--- config.mk ---
export PLATFORM = sky130hd
export DESIGN_NAME = mem_master
export DESIGN_NICKNAME = d
export VERILOG_FILES = /design/src/rtl/mem_pkg.sv /design/src/rtl/mem_master.sv
export SDC_FILE = /design/constraint.sdc
export NUM_CORES = 1
export LEC_CHECK = 0
export BUFFER_PORTS_ARGS = -buffer_cell sky130_fd_sc_hd__buf_2
export CAP_MARGIN = 30
export CORE_ASPECT_RATIO = 1.2
export CORE_MARGIN = 5
export CORE_UTILIZATION = 47
export DETAILED_ROUTE_END_ITERATION = 16
export PLACE_DENSITY = 0.77
export SYNTH_ARGS = -nofsm -noshare
export SYNTH_HDL_FRONTEND = slang
export SYNTH_SLANG_ARGS = --single-unit
--- constraint.sdc ---
create_clock -name clk -period 1.63 [get_ports clk]
set_clock_uncertainty 0.2 [all_clocks]
set_input_delay 0.163 -clock clk [delete_from_list [all_inputs] [get_ports clk]]
set_output_delay 0.163 -clock clk [all_outputs]
set_load 0.1 [all_outputs]
--- src/rtl/mem_pkg.sv ---
// Shared definitions for the 6502 memory master: FSM state encoding and CPU vector addresses.
package mem_pkg;

    typedef enum logic [1:0] {
        IDLE  = 2'd0,
        WRITE = 2'd1,
        RD_LO = 2'd2,
        RD_HI = 2'd3
    } mem_master_state_t;

    localparam logic [15:0] NMI_VEC = 16'hFFFA;
    localparam logic [15:0] RST_VEC = 16'hFFFC;
    localparam logic [15:0] IRQ_VEC = 16'hFFFE;

endpackage

--- src/rtl/mem_master.sv ---
// Bus initiator between the 6502 core and the behavioural memory: byte read/write, 16-bit word read.
// Optional feature macro: MEM_MASTER_PAGEWRAP_EN (word-read high byte wraps inside the 256-byte page).
module mem_master
    import mem_pkg::*;
#(
    parameter int DEPTH      = 16,
    parameter int WIDTH      = 8,
    parameter int RD_LATENCY = 1
) (
    input  logic               clk,
    input  logic               resetn,
    // Request accepted on the rising edge where req_valid && req_ready; fields latched there.
    input  logic               req_valid,
    output logic               req_ready,
    input  logic               req_write,
    input  logic               req_word,
    input  logic               req_pagewrap,
    input  logic [DEPTH-1:0]   req_addr,
    input  logic [WIDTH-1:0]   req_wdata,
    output logic               rsp_valid,
    output logic [2*WIDTH-1:0] rsp_data,
    output logic               mem_enable,
    output logic               mem_wr_enable,
    output logic [DEPTH-1:0]   mem_address,
    output logic [WIDTH-1:0]   mem_wr_data,
    input  logic [WIDTH-1:0]   mem_rd_data
);

    localparam int CW = (RD_LATENCY < 2) ? 1 : $clog2(RD_LATENCY + 1);
    localparam logic [CW-1:0] LAT_LOAD = CW'(RD_LATENCY);

    mem_master_state_t r_state, w_state_next;
    logic [CW-1:0]      r_cnt, w_cnt_next;
    logic               r_word, w_word_next;
    logic [DEPTH-1:0]   r_hi_addr, w_hi_addr_next, w_hi_addr_calc;

    logic               r_req_ready, w_req_ready_next;
    logic               r_rsp_valid, w_rsp_valid_next;
    logic [2*WIDTH-1:0] r_rsp_data, w_rsp_data_next;
    logic               r_mem_enable, w_mem_enable_next;
    logic               r_mem_wr_enable, w_mem_wr_enable_next;
    logic [DEPTH-1:0]   r_mem_address, w_mem_address_next;
    logic [WIDTH-1:0]   r_mem_wr_data, w_mem_wr_data_next;

    logic               w_accept;
    assign w_accept = req_valid && r_req_ready;

    // High-byte address is resolved at acceptance so later req_* changes cannot leak in.
`ifdef MEM_MASTER_PAGEWRAP_EN
    always_comb begin
        w_hi_addr_calc = req_addr + DEPTH'(1);
        if (req_pagewrap)
            w_hi_addr_calc = {req_addr[DEPTH-1:8], req_addr[7:0] + 8'd1};
    end
`else
    logic w_unused_pagewrap;
    assign w_unused_pagewrap = req_pagewrap;
    always_comb begin
        w_hi_addr_calc = req_addr + DEPTH'(1);
    end
`endif

    always_ff @(posedge clk or negedge resetn) begin
        if (!resetn) begin
            r_state         <= IDLE;
            r_cnt           <= '0;
            r_word          <= 1'b0;
            r_hi_addr       <= '0;
            r_req_ready     <= 1'b1;
            r_rsp_valid     <= 1'b0;
            r_rsp_data      <= '0;
            r_mem_enable    <= 1'b0;
            r_mem_wr_enable <= 1'b0;
            r_mem_address   <= '0;
            r_mem_wr_data   <= '0;
        end else begin
            r_state         <= w_state_next;
            r_cnt           <= w_cnt_next;
            r_word          <= w_word_next;
            r_hi_addr       <= w_hi_addr_next;
            r_req_ready     <= w_req_ready_next;
            r_rsp_valid     <= w_rsp_valid_next;
            r_rsp_data      <= w_rsp_data_next;
            r_mem_enable    <= w_mem_enable_next;
            r_mem_wr_enable <= w_mem_wr_enable_next;
            r_mem_address   <= w_mem_address_next;
            r_mem_wr_data   <= w_mem_wr_data_next;
        end
    end

    always_comb begin
        w_state_next         = r_state;
        w_cnt_next           = r_cnt;
        w_word_next          = r_word;
        w_hi_addr_next       = r_hi_addr;
        w_req_ready_next     = r_req_ready;
        w_rsp_valid_next     = 1'b0;
        w_rsp_data_next      = r_rsp_data;
        w_mem_enable_next    = 1'b0;
        w_mem_wr_enable_next = 1'b0;
        w_mem_address_next   = r_mem_address;
        w_mem_wr_data_next   = r_mem_wr_data;

        unique case (r_state)
            IDLE: begin
                if (w_accept) begin
                    w_req_ready_next   = 1'b0;
                    w_mem_enable_next  = 1'b1;
                    w_mem_address_next = req_addr;
                    if (req_write) begin
                        w_state_next         = WRITE;
                        w_mem_wr_enable_next = 1'b1;
                        w_mem_wr_data_next   = req_wdata;
                    end else begin
                        w_state_next   = RD_LO;
                        w_cnt_next     = LAT_LOAD;
                        w_word_next    = req_word;
                        w_hi_addr_next = w_hi_addr_calc;
                    end
                end
            end

            WRITE: begin
                w_state_next     = IDLE;
                w_req_ready_next = 1'b1;
            end

            // Counter reaches zero at E(L), so the capture lands on E(1+L).
            RD_LO: begin
                if (r_cnt != '0) begin
                    w_cnt_next = r_cnt - CW'(1);
                end else begin
                    w_rsp_data_next[WIDTH-1:0] = mem_rd_data;
                    if (r_word) begin
                        w_state_next       = RD_HI;
                        w_cnt_next         = LAT_LOAD;
                        w_mem_enable_next  = 1'b1;
                        w_mem_address_next = r_hi_addr;
                    end else begin
                        w_state_next                     = IDLE;
                        w_rsp_data_next[2*WIDTH-1:WIDTH] = '0;
                        w_rsp_valid_next                 = 1'b1;
                        w_req_ready_next                 = 1'b1;
                    end
                end
            end

            RD_HI: begin
                if (r_cnt != '0) begin
                    w_cnt_next = r_cnt - CW'(1);
                end else begin
                    w_state_next                     = IDLE;
                    w_rsp_data_next[2*WIDTH-1:WIDTH] = mem_rd_data;
                    w_rsp_valid_next                 = 1'b1;
                    w_req_ready_next                 = 1'b1;
                end
            end

            default: begin
                w_state_next     = IDLE;
                w_req_ready_next = 1'b1;
            end
        endcase
    end

    assign req_ready     = r_req_ready;
    assign rsp_valid     = r_rsp_valid;
    assign rsp_data      = r_rsp_data;
    assign mem_enable    = r_mem_enable;
    assign mem_wr_enable = r_mem_wr_enable;
    assign mem_address   = r_mem_address;
    assign mem_wr_data   = r_mem_wr_data;

endmodule
==> metrics.txt <==
Synth Flop Type dfrtp_1; max_slew headroom 66.20%; drt via density 4.936; Avg WL per Cell 14.13 microns; M2 GR Usage 33.83%; worst hold slack 0.008463 ns; Die Area 0.007915 sq mm; antenna violations before repair 0; Boundary Pins 82; GRT Overall Usage 19.48%; FFs w/ async S/R, synth 100.0%; CP Launch Type flip-flop; Most Crowded Layer GR met2; max-slew violation count 0; Yosys top cell by area dfrtp_1; drt first pass iters 4; met1 Use GR 22.38%; sequential fraction of the synthesis area 54.74%; die width 82.05 microns; IO Port Bufs 80; Fmax 0.5939 GHz; unrepaired setup endpoints after global routing yes; number of global-route vias before repair 2,467; CTS buffer count 9; remaining routing DRC violations 0; largest net degree at the start of global routing 65; Mapped Nets 306; Vias 2,384; CTS tree yes; row cnt 31; critical path class reg -> reg; Cells after Synth 267; Synth warnings 0; Max Buffers Root-to-Sink 2; H-tree depth 3; max-cap check violation count 0; slack of the critical path -0.05380 ns; failing checks negative setup slack; synth cell count leaders 63 x dfrtp_1, 25 x nor2_1, 22 x nand2_1, 22 x o21ai_0, 17 x inv_1; most common cell in the netlist dfrtp_1; ant diodes 0; average footprint of a synthesized cell 10.97 sq um; Final #Nets 435; Crit path arrival time 1.72 ns; DRT iter0 DRCs 126; Root Driver clkbuf_8; Worst-Skew Late Latency 0.34 ns; final period utilization 103.3%; synthesized flop and latch total 64; Hold Vio Cnt, Final 0; share of layout cells above drive strength 1 38.90%; HP Class in -> reg; Area Growth Syn to Fin 41.28%; WP data required 1.66 ns; Routability Congestion 0.7605; grt total ovfl 0; WL final 6826 microns; core area 0.006051 sq mm; Worst Max-Slew Pin Slew 0.5106 ns; Sink Count 64; outcome finished, violations left; clock period minus worst slack 1.684 ns; number of synthesized flops with an enable pin 0; Synth area leaders dfrtp_1 54%, mux2_2 6.2%, mux2i_1 4.8%, a21oi_2 3.9%, xnor2_1 3.9%; Netlist cell types 35; Worst-path clk slew 0.07 ns; global-route wire length before repair 11,520 microns; Initial Util 48.39%; combined area of all synthesized cells 0.002928 sq mm; Critical Path Fanout Max 4; met3 usage 5.009%; critical path capture point type flip-flop; Chip Height 96.46 microns; Yosys top cell area share 53.85%; Routed Antenna Nets 0; setup violators final 29; HPWL Detailed 4377 microns
-- what timing repair did --
item / 4_1_cts / 5_1_grt
endpoints found under the hold margin: 114 / 0
buffers inserted: 4 / 0
hold buffers: 34 / 0
pin swaps: 1 / 1
cloned: 1 / 0
resized for setup: 10 / 7
setup endpoints to repair: 33 / 51
-- metrics by stage --
step | instance area [sq um] | util, % | setup TNS, ns | setup WS, ns | instances
after global routing | 4136 | 68.36 | -2.560 | -0.09609 | 483
after global placement | 3541 | 58.52 | -1.467 | -0.1166 | 431
after detailed placement | 3541 | 58.52 | -2.317 | -0.1508 | 431
after floorplan | 2957 | - | -8.149 | -0.3251 | 267
after CTS | 4167 | 68.86 | -1.996 | -0.09776 | 486
final | 4136 | 68.36 | -0.6756 | -0.05380 | 483
-- cells by family (layout without fill, tap and decap cells) --
logic type      Yosys count  count (layout)  synth area share [%]
mux                      31              31                 11.32
buf+inv                  29             163                 5.170
simple gates             77              77                 12.91
compound gates           51              51                 11.24
fa+ha+maj                 1               1                0.4273
xor+xnor                 14              14                 4.188
flops                    64              64                 54.74
-- registers in the layout (all words and copies together) (netlist names) --
name,flops
mem_enable,1
mem_wr_enable,1
req_ready,1
rsp_valid,1
r_state,2
r_hi_addr,16
mem_wr_data,8
rsp_data,16
mem_address,16
r_word,1
r_cnt,1
-- worst paths after layout --
check,slack (ns),from,cells after the start,endpoint
worst max-delay path,-0.05,req_ready,3,r_hi_addr[1]
worst min-delay path,0.008,req_addr[0],3,r_hi_addr[1]
worst max register to register,-0.05,req_ready,3,r_hi_addr[1]
worst min register to register,0.27,mem_address[6],2,mem_address[6]
max in group asynchronous,0.76,resetn,3,req_ready
min in group asynchronous,0.14,resetn,3,rsp_data[4]
-- cells in the final DEF, fill, tap and decap left out, types with 2 or more instances in the layout --
master	n
mux2_2	16
clkbuf_8	9
buf_4	9
o21ai_1	5
nor2_1	21
nand3_1	12
nor4_1	3
inv_1	17
nor2_2	4
a21oi_2	13
o21ai_0	21
clkinv_2	3
dfrtp_1	63
nor3_1	4
buf_2	79
nand2_1	22
dlygate4sd3_1	34
mux2i_1	14
clkinvlp_4	2
nand4_4	2
buf_12	7
a21oi_1	8
xnor2_1	13
-- final cells by class --
cell class / instances / area (sq um)
repair buffers: 130 / 958.4
clock inverters: 6 / 60.06
clock buffers: 10 / 127.6
fillers: 462 / 1914
multi-input cells: 174 / 1217
well taps: 82 / 102.6
inverters: 17 / 63.81
flip-flops and latches: 64 / 1607
-- critical path, cell delays in order, from the launching register on --
cell and delay (ns):
dfstp_4 0.61, and4bb_2 0.24, and2b_4 0.22, mux2_4 0.31
-- per-layer routing --
| metal | up-vias | part of all wire [%] |
|---|---|---|
| li1 | 1166 | - |
| met1 | 1132 | 41 |
| met2 | 72 | 51 |
| met3 | 14 | 5.5 |
| met4 | 0 | 2.3 |
| met5 | - | 0 |
Power is not shown: default switching activity piles up to over one toggle a cycle in this logic, so the estimate is an artifact.
